--- config.mk ---
export PLATFORM = sky130hd
export DESIGN_NAME = regfile_wb_queue_flat
export DESIGN_NICKNAME = d
export VERILOG_FILES = /design/src/rtl/regfile_wb_queue_if.sv /design/src/rtl/regfile_wb_queue.sv /design/src/flat_wrapper.sv
export SDC_FILE = /design/constraint.sdc
export NUM_CORES = 1
export LEC_CHECK = 0
export BUFFER_PORTS_ARGS = -buffer_cell sky130_fd_sc_hd__buf_2
export CORE_ASPECT_RATIO = 0.5
export CORE_MARGIN = 4
export CORE_UTILIZATION = 30
export DETAILED_ROUTE_END_ITERATION = 7
export SYNTH_ARGS = -nofsm -noshare
export SYNTH_HDL_FRONTEND = slang
export SYNTH_SLANG_ARGS = --single-unit
export TNS_END_PERCENT = 30
--- constraint.sdc ---
create_clock -name i_clk -period 2.95 [get_ports i_clk]
set_input_delay 0.1475 -clock i_clk [delete_from_list [all_inputs] [get_ports i_clk]]
set_output_delay 0.1475 -clock i_clk [all_outputs]
set_load 0.005 [all_outputs]
--- src/rtl/regfile_wb_queue_if.sv ---
// Writeback bundle between the ALU/load paths, the register file write port
// and the decode bypass lookup. The queue is the slave side.
interface regfile_wb_queue_if #(
  parameter int DATA_W = 32,
  parameter int ADDR_W = 5,
  parameter int CNT_W  = 3
);
  logic              flush;
  logic              mem_valid;
  logic [ADDR_W-1:0] mem_addr;
  logic [DATA_W-1:0] mem_data;
  logic              mem_ready;
  logic              alu_valid;
  logic [ADDR_W-1:0] alu_addr;
  logic [DATA_W-1:0] alu_data;
  logic              alu_ready;
  logic              rf_write;
  logic [ADDR_W-1:0] rf_waddr;
  logic [DATA_W-1:0] rf_wdata;
  logic [ADDR_W-1:0] lookup_addr;
  logic              lookup_hit;
  logic [DATA_W-1:0] lookup_data;
  logic [CNT_W-1:0]  count;

  modport slave (
    input  flush, mem_valid, mem_addr, mem_data, alu_valid, alu_addr, alu_data, lookup_addr,
    output mem_ready, alu_ready, rf_write, rf_waddr, rf_wdata, lookup_hit, lookup_data, count
  );

  modport master (
    output flush, mem_valid, mem_addr, mem_data, alu_valid, alu_addr, alu_data, lookup_addr,
    input  mem_ready, alu_ready, rf_write, rf_waddr, rf_wdata, lookup_hit, lookup_data, count
  );
endinterface

--- src/rtl/regfile_wb_queue.sv ---
// In-order writeback queue feeding the MIPS32 register file write port,
// with a youngest-match bypass lookup over the pending entries.
module regfile_wb_queue #(
  parameter int DATA_W = 32,
  parameter int ADDR_W = 5,
  parameter int DEPTH  = 4
) (
  input  logic               i_clk,
  input  logic               i_rst_n,
  regfile_wb_queue_if.slave  io_wb
);
  localparam int PTR_W = $clog2(DEPTH);
  localparam int CNT_W = PTR_W + 1;
  localparam logic [CNT_W-1:0] FULL   = CNT_W'(DEPTH);
  localparam logic [CNT_W-1:0] ALMOST = CNT_W'(DEPTH - 1);

  logic [ADDR_W-1:0] r_addr [DEPTH];
  logic [DATA_W-1:0] r_data [DEPTH];
  logic [PTR_W-1:0]  r_rd_ptr;
  logic [PTR_W-1:0]  r_wr_ptr;
  logic [CNT_W-1:0]  r_count;

  logic              w_mem_nz;
  logic              w_alu_nz;
  logic              w_mem_ready;
  logic              w_alu_ready;
  logic              w_mem_push;
  logic              w_alu_push;
  logic              w_pop;
  logic [PTR_W-1:0]  w_alu_wptr;
  logic [PTR_W-1:0]  w_wr_next;
  logic [PTR_W-1:0]  w_idx;
  logic              w_hit;
  logic [DATA_W-1:0] w_hit_data;

  assign w_mem_nz    = (io_wb.mem_addr != '0);
  assign w_alu_nz    = (io_wb.alu_addr != '0);
  assign w_mem_ready = (r_count < FULL);
  // A real load write claims a slot first, so the ALU needs two free slots.
  assign w_alu_ready = (io_wb.mem_valid && w_mem_nz) ? (r_count < ALMOST) : (r_count < FULL);
  assign w_mem_push  = io_wb.mem_valid && w_mem_ready && w_mem_nz;
  assign w_alu_push  = io_wb.alu_valid && w_alu_ready && w_alu_nz;
  assign w_pop       = (r_count != '0);
  assign w_alu_wptr  = r_wr_ptr + PTR_W'(w_mem_push);
  assign w_wr_next   = w_alu_wptr + PTR_W'(w_alu_push);

  always_ff @(posedge i_clk or negedge i_rst_n) begin
    if (!i_rst_n) begin
      for (int i = 0; i < DEPTH; i++) begin
        r_addr[i] <= '0;
        r_data[i] <= '0;
      end
      r_rd_ptr <= '0;
      r_wr_ptr <= '0;
      r_count  <= '0;
    end else if (io_wb.flush) begin
      r_rd_ptr <= '0;
      r_wr_ptr <= '0;
      r_count  <= '0;
    end else begin
      if (w_mem_push) begin
        r_addr[r_wr_ptr] <= io_wb.mem_addr;
        r_data[r_wr_ptr] <= io_wb.mem_data;
      end
      if (w_alu_push) begin
        r_addr[w_alu_wptr] <= io_wb.alu_addr;
        r_data[w_alu_wptr] <= io_wb.alu_data;
      end
      r_wr_ptr <= w_wr_next;
      if (w_pop) r_rd_ptr <= r_rd_ptr + 1'b1;
      r_count <= r_count + CNT_W'(w_mem_push) + CNT_W'(w_alu_push) - CNT_W'(w_pop);
    end
  end

  // Walk oldest to youngest so the last match left standing is the youngest.
  always_comb begin
    w_idx      = '0;
    w_hit      = 1'b0;
    w_hit_data = '0;
    for (int i = 0; i < DEPTH; i++) begin
      w_idx = r_rd_ptr + PTR_W'(i);
      if ((CNT_W'(i) < r_count) && (io_wb.lookup_addr != '0) &&
          (r_addr[w_idx] == io_wb.lookup_addr)) begin
        w_hit      = 1'b1;
        w_hit_data = r_data[w_idx];
      end
    end
  end

  assign io_wb.mem_ready   = w_mem_ready;
  assign io_wb.alu_ready   = w_alu_ready;
  assign io_wb.rf_write    = w_pop;
  assign io_wb.rf_waddr    = w_pop ? r_addr[r_rd_ptr] : '0;
  assign io_wb.rf_wdata    = w_pop ? r_data[r_rd_ptr] : '0;
  assign io_wb.lookup_hit  = w_hit;
  assign io_wb.lookup_data = w_hit_data;
  assign io_wb.count       = r_count;
endmodule

--- src/flat_wrapper.sv ---
// flat-port wrapper written by rule: the top's interface ports become plain ports
module regfile_wb_queue_flat 
#(
  parameter int DATA_W = 32,
  parameter int ADDR_W = 5,
  parameter int DEPTH  = 4
)
  (i_clk, i_rst_n, io_wb_flush, io_wb_mem_valid, io_wb_mem_addr, io_wb_mem_data, io_wb_alu_valid, io_wb_alu_addr, io_wb_alu_data, io_wb_lookup_addr, io_wb_mem_ready, io_wb_alu_ready, io_wb_rf_write, io_wb_rf_waddr, io_wb_rf_wdata, io_wb_lookup_hit, io_wb_lookup_data, io_wb_count);
  regfile_wb_queue_if #(.DATA_W(DATA_W), .ADDR_W(ADDR_W), .CNT_W(3)) io_wb_i ();
  input  logic i_clk;
  input  logic i_rst_n;
  input wire logic [$bits(io_wb_i.flush)-1:0] io_wb_flush;
  input wire logic [$bits(io_wb_i.mem_valid)-1:0] io_wb_mem_valid;
  input wire logic [$bits(io_wb_i.mem_addr)-1:0] io_wb_mem_addr;
  input wire logic [$bits(io_wb_i.mem_data)-1:0] io_wb_mem_data;
  input wire logic [$bits(io_wb_i.alu_valid)-1:0] io_wb_alu_valid;
  input wire logic [$bits(io_wb_i.alu_addr)-1:0] io_wb_alu_addr;
  input wire logic [$bits(io_wb_i.alu_data)-1:0] io_wb_alu_data;
  input wire logic [$bits(io_wb_i.lookup_addr)-1:0] io_wb_lookup_addr;
  output wire logic [$bits(io_wb_i.mem_ready)-1:0] io_wb_mem_ready;
  output wire logic [$bits(io_wb_i.alu_ready)-1:0] io_wb_alu_ready;
  output wire logic [$bits(io_wb_i.rf_write)-1:0] io_wb_rf_write;
  output wire logic [$bits(io_wb_i.rf_waddr)-1:0] io_wb_rf_waddr;
  output wire logic [$bits(io_wb_i.rf_wdata)-1:0] io_wb_rf_wdata;
  output wire logic [$bits(io_wb_i.lookup_hit)-1:0] io_wb_lookup_hit;
  output wire logic [$bits(io_wb_i.lookup_data)-1:0] io_wb_lookup_data;
  output wire logic [$bits(io_wb_i.count)-1:0] io_wb_count;
  assign io_wb_i.flush = io_wb_flush;
  assign io_wb_i.mem_valid = io_wb_mem_valid;
  assign io_wb_i.mem_addr = io_wb_mem_addr;
  assign io_wb_i.mem_data = io_wb_mem_data;
  assign io_wb_i.alu_valid = io_wb_alu_valid;
  assign io_wb_i.alu_addr = io_wb_alu_addr;
  assign io_wb_i.alu_data = io_wb_alu_data;
  assign io_wb_i.lookup_addr = io_wb_lookup_addr;
  assign io_wb_mem_ready = io_wb_i.mem_ready;
  assign io_wb_alu_ready = io_wb_i.alu_ready;
  assign io_wb_rf_write = io_wb_i.rf_write;
  assign io_wb_rf_waddr = io_wb_i.rf_waddr;
  assign io_wb_rf_wdata = io_wb_i.rf_wdata;
  assign io_wb_lookup_hit = io_wb_i.lookup_hit;
  assign io_wb_lookup_data = io_wb_i.lookup_data;
  assign io_wb_count = io_wb_i.count;
  regfile_wb_queue #(.DATA_W(DATA_W), .ADDR_W(ADDR_W), .DEPTH(DEPTH)) u_core (.i_clk(i_clk), .i_rst_n(i_rst_n), .io_wb(io_wb_i));
endmodule
# == After elaboration in Yosys (flattened, before gate mapping) ==
# Cells that the tools add are included.
# word_totals
regBits,155
in_bits,84
# op_classes
addsub,8
n_lt_le_gt_ge,14
n_eq_ne,4
muxes,57
n_bitwise,6
n_reduce_logical,20
# op_table
operator,count
2-to-1 mux 32 bit,15
2-to-1 mux 128 bit,3
binary-select mux 32 bit (select 2 bit),4
bitwise mux 128 bit,2
demux 32 bit (select 2 bit),2
2-to-1 mux 20 bit,3
2-to-1 mux 5 bit,11
binary-select mux 5 bit (select 2 bit),4
bitwise mux 20 bit,2
demux 5 bit (select 2 bit),2
equality test 5 bit,4
greater-or-equal comparator 3 bit (second input constant),6
NOT 2 -> 3 bit,6
logical AND 1 bit,15
nonzero test 5 bit,3
adder 3 x 1 -> 3 bit,2
< comparator 1 x 3 -> 1 bit (first input constant),2
< comparator 2 x 3 -> 1 bit (first input constant),2
< comparator 3 x 1 -> 1 bit (second input constant),2
2-to-1 mux 2 bit,3
2-to-1 mux 1 bit,5
adder 2 x 1 -> 2 bit,2
adder 2 bit (second input constant),2
< comparator 3 x 2 -> 1 bit (second input constant),1
other kinds (6),6

# == Longest topological paths before layout ==
# depth
ltp_word,11
ltp_mapped,10

# == Least setup slack after synthesis ==
# No wires, ideal clock.
# synth_path
kind,input-to-reg
startpoint,in io_wb_mem_addr[0]
endpoint,"reg u_core.r_count[2], in the netlist u_core.io_wb.count[2]"
setup_time_ps,132
arrival_ps,2475
required_time_ps,2818
slack_ps,343
stages,8
cell_sequence,or4_4 > o21a_1 > a311o_2 > buf_2 > fa_1 > fa_1 > xnor2_1 > nor2_1
# synth_between
elab_chain_cells,8
word_cells_on_any_way,10
classes_between,add/sub (3); mux (2); reduce/logical (5)
# synth_lines
item,line_no,text
"start, declared",flat_wrapper.sv:14,input wire logic [$bits(io_wb_i.mem_addr)-1:0] io_wb_mem_addr;
nonzero test 5 bit (*),regfile_wb_queue.sv:36,assign w_mem_nz = (io_wb.mem_addr != '0);
"parallel branches: the longest is 4 deep, another holds adder 3 x 1 -> 3 bit",-,
adder 3 x 1 -> 3 bit (*),regfile_wb_queue.sv:71,r_count <= r_count + CNT_W'(w_mem_push) + CNT_W'(w_alu_push) - CNT_W'(w_pop);
subtractor 3 x 1 -> 3 bit (*),regfile_wb_queue.sv:71,
2-to-1 mux 3 bit (*),regfile_wb_queue.sv:56,end else if (io_wb.flush) begin
"end signal, assigned",regfile_wb_queue.sv:71,
"end, declared",regfile_wb_queue.sv:21,logic [CNT_W-1:0] r_count;
# Mark *: on every way between the ends.
# A chain may end at the register's enable or synchronous reset.

# == Worst setup path in the final report ==
# layout_path
startpoint,reg u_core.r_rd_ptr[0]
endpoint,out io_wb_lookup_data[1]
# layout_between
elab_chain_cells,10
word_cells_on_any_way,43
classes_between,add/sub (3); eq/ne (4); mux (28); bitwise (4); reduce/logical (4)
# layout_lines
item,line_no,text
"start, declared",regfile_wb_queue.sv:19,logic [PTR_W-1:0] r_rd_ptr;
"start signal, assigned",regfile_wb_queue.sv:70,if (w_pop) r_rd_ptr <= r_rd_ptr + 1'b1;
adder 2 x 1 -> 2 bit / NOT 2 -> 3 bit (equally long branches),"regfile_wb_queue.sv:81, regfile_wb_queue.sv:83, regfile_wb_queue.sv:85",
NOT 2 -> 3 bit (implied by the code) / binary-select mux 5 bit (select 2 bit) (equally long branches),"regfile_wb_queue.sv:83, regfile_wb_queue.sv:85",
binary-select mux 5 bit (select 2 bit) / 2-to-1 mux 5 bit (equally long branches),regfile_wb_queue.sv:83,(r_addr[w_idx] == io_wb.lookup_addr)) begin
2-to-1 mux 5 bit (implied by the code),regfile_wb_queue.sv:83,
2-to-1 mux 5 bit (implied by the code) / equality test 5 bit (equally long branches),regfile_wb_queue.sv:83,
equality test 5 bit / logical AND 1 bit (equally long branches),"regfile_wb_queue.sv:83, regfile_wb_queue.sv:82",
logical AND 1 bit / 2-to-1 mux 32 bit (equally long branches),regfile_wb_queue.sv:82,if ((CNT_W'(i) < r_count) && (io_wb.lookup_addr != '0) &&
2-to-1 mux 32 bit (2 in a row),regfile_wb_queue.sv:82,
2-to-1 mux 32 bit (*),regfile_wb_queue.sv:82,
"end, declared",flat_wrapper.sv:26,output wire logic [$bits(io_wb_i.lookup_data)-1:0] io_wb_lookup_data;
# Every way passes the cells marked *; elsewhere a longest branch is shown, timed or not. The select of a mux whose other input is x is not followed.

==> flow_metrics.env <==
export IMPL_run_status="finished, violations left"
export IMPL_violations="negative setup slack"
export IMPL_cts_sinks=155
export IMPL_setup_viol=32
export IMPL_clock_power_share_pct=11.0
export IMPL_chipWidth_um=317
export IMPL_crit_fanout=8
export IMPL_switching_share_pct=47.5
export IMPL_dp_cells=2169
export IMPL_hold_slack_ps=37.4
export IMPL_clk_latency_ps=440
export IMPL_synth_top_area_share_pct=27.2
export IMPL_postLayoutSetupSlackWorst_ps=-399
export IMPL_slew_headroom_pct=47.6
export IMPL_clock_path_buffers=2
export IMPL_p_seq_share_pct=20.4
export IMPL_preCtsSetupSlack_ps=-2.87
export IMPL_grt_max_degree=110
export IMPL_dp_final_hpwl_um=32200
export IMPL_gr_total_overflow=0
export IMPL_cap_violations=0
export IMPL_critPathKind="flip-flop to output pin"
export IMPL_rows=56
export IMPL_p_comb_share_pct=68.6
export IMPL_r2r_start="u_core.io_wb.count[2]"
export IMPL_p_per_area_nw_per_um2=1160
export IMPL_core_area_um2=46900
export IMPL_dr_pass1_iters=5
export IMPL_cts_tree="built"
export IMPL_gp_congestion=0.859
export IMPL_final_nets=1671
export IMPL_synth_area_leaders="dfrtp_1 27%, mux2i_1 17%, o2bb2ai_1 7.2%, and2_1 6.3%, o41ai_1 5.8%"
export IMPL_area_delta_synth_final_pct=23.9
export IMPL_synth_cells=1453
export IMPL_synthTopCellsByCount="244 x mux2i_1, 155 x dfrtp_1, 143 x and2_1"
export IMPL_synth_edf_count=0
export IMPL_path_buf_inv=4
export IMPL_clock_fmax_mhz=299
export IMPL_synth_distinct_cells=54
export IMPL_vias_per_cell=6.01
export IMPL_yosys_warnings=0
export IMPL_cp_end_kind="output pin"
export IMPL_io_pins=160
export IMPL_critPathSlowestCell="mux4_2"
export IMPL_start_kind="flip-flop"
export IMPL_leakagePower_nw=7.12
export IMPL_worst_slew_pin_slew_ps=785
export IMPL_drc=0
export IMPL_avgSynthCellArea_um2=9.83
export IMPL_ant_nets=0
export IMPL_grt_pass1_vias=13100
export IMPL_cp_cell_sequence="buf_6 -> mux4_2 -> xnor2_2 -> buf_4 -> nand4_4 -> nor2_8 -> o211ai_4 -> buf_12 -> o32ai_1 -> buf_2"
export IMPL_peakVddDrop_mv=0.751
export IMPL_clock_skew_ps=9.34
export IMPL_intPower_mw=10.8
export IMPL_setup_tns_ps=-10350
export IMPL_synth_async_reset_ratio_pct=100
export IMPL_drv_slew=0
export IMPL_hold_path_class="input pin to flip-flop"
export IMPL_final_core_util_pct=37.7
export IMPL_drive_gt1_share_pct=31.9
export IMPL_synth_top_cell_by_area="dfrtp_1"
export IMPL_critPathMaxStageDelay_ps=530
export IMPL_net_switching_power_mw=9.78
export IMPL_port_buffer_count=159
export IMPL_finalHoldViolCount=0
export IMPL_cts_root_buf="clkbuf_16"
export IMPL_synth_seq_area_share_pct=27.2
export IMPL_rsz0062_at_grt="true"
export IMPL_syn_area_um2=14300
export IMPL_synth_most_common_cell="mux2i_1"
export IMPL_initial_core_util_pct=30.4
export IMPL_dr_first_iter_drc_count=1404
export IMPL_gr_usage_all_layers_pct=19.7
export IMPL_grt_antenna_before_repair=8
export IMPL_clk_pin_slew_ps=70
export IMPL_required_ps=2800
export IMPL_crit_arrival_ps=3200
export IMPL_vias=13400
export IMPL_htree_num_levels=4
export IMPL_crit_family="buffers and inverters"
export IMPL_worstHoldStart="io_wb_alu_data[26]"
export IMPL_syn_nets=1544
export IMPL_ys_flop_type="dfrtp_1"
export IMPL_cts_buffers=17
export IMPL_grt_first_pass_wirelength_um=79500
export IMPL_timing_final_crit_period_ps=3350
export IMPL_rrSetupSlack_ps=320
export IMPL_wl_um=52500
export IMPL_ys_ff_latch=155
export IMPL_finalNonFillerCells=2237
export IMPL_die_h_um=162
export IMPL_crit_start="u_core.r_rd_ptr[0]"
export IMPL_die_area_um2=51400
export IMPL_fin_crit_sh_pct=114
export IMPL_wire_per_inst_um=23.5
==> state kept, by name, indices dropped and copies added (netlist names) <==
signal / flops
u_core.r_data: 128
u_core.r_addr: 20
u_core.io_wb.count: 3
u_core.r_rd_ptr: 2
u_core.r_wr_ptr: 2
==> final cells by class <==
cell class / instances / area [um^2]
Multi-Input combinational cell: 1106 / 9970
Antenna cell: 6 / 15.0
Fill cell: 4653 / 29200
Timing Repair Buffer: 291 / 2420
Sequential cell: 155 / 3890
Tap cell: 638 / 798
Clock buffer: 22 / 454
Clock inverter: 10 / 115
Inverter: 9 / 35.0
==> logic make-up (layout without fill, tap and decap cells) <==
logic type | count (synthesis) | after routing | share of synthesized area [%]
buffers and inverters | 192 | 332 | 7.00
flip-flops | 155 | 155 | 27.2
AND/OR/NAND/NOR | 287 | 287 | 11.8
adder cells (fa/ha/maj) | 7 | 7 | 0.719
AO/OA/AOI/OAI | 461 | 461 | 26.9
multiplexers | 325 | 325 | 24.8
XOR/XNOR | 26 | 26 | 1.59
other | 0 | 6 | 0
==> worst reg2reg max path, stage by stage, from the launching register on <==
cell	delay, ps
dfrtp_1	380
inv_1	120
o211a_1	260
inv_1	170
nor3b_4	700
buf_4	490
and2_1	210
mux2i_1	70
o2bb2ai_1	150
==> per-layer routing <==
| layer | share of wire [%] | vias to the layer above | routed length, um | track usage [%] |
|---|---|---|---|---|
| met5 | 0.044 | - | 23 | 0 |
| met4 | 2.8 | 4 | 1450 | 6.94 |
| met3 | 6.7 | 96 | 3520 | 2.93 |
| met2 | 48 | 604 | 25300 | 32.7 |
| met1 | 42 | 6759 | 22200 | 26.2 |
| li1 | - | 5980 | - | - |
==> path summary, 6_finish.rpt <==
path | cells after the start | to
max in group asynchronous | 3 | u_core.r_data[58]
min | 3 | u_core.r_data[122]
min in group asynchronous | 2 | u_core.r_data[16]
min reg2reg | 1 | u_core.r_data[115]
max | 10 | io_wb_lookup_data[1]
max reg2reg | 8 | u_core.r_data[78]
==> power by group through the flow <==
stage	logic [mW]	clock network, mW	registers, mW
global placement	12.7	0	4.14
detailed placement	12.8	0	4.15
finish	14.1	2.26	4.20
floorplan	8.83	0	3.83
CTS	13.1	2.29	4.13
global route	15.0	2.37	4.32
==> through the flow <==
step	total power, mW	cell area (um^2)
floorplan	12.7	14300
global placement	16.8	16200
detailed placement	16.9	16200
CTS	19.5	17100
global route	21.7	17700
finish	20.6	17700
==> cells in the final DEF (no fill, tap or decap), drive strengths merged, types with 10 or more instances in the layout <==
cell and n:
o2bb2ai 148, o311a 37, a21oi 39, clkbuf 25, mux2i 244, nor2 11
mux2 64, nand2 68, mux4 17, buf 286, xnor2 21, and2 143
o41ai 95, a31oi 66, dfrtp 155, inv 10, nor3b 35, o21ai 32
o32ai 32
==> timing repair <==
action | CTS | global route
endpoints found under the setup margin | 33 | 65
setup buffers | 13 | 11
hold endpoints to repair | 61 | 0
cloned | 3 | 3
pin swaps | 6 | 14
hold buffers | 1 | 0
gates resized for setup | 29 | 67
Note: power is estimated with default switching activity, not from simulation.
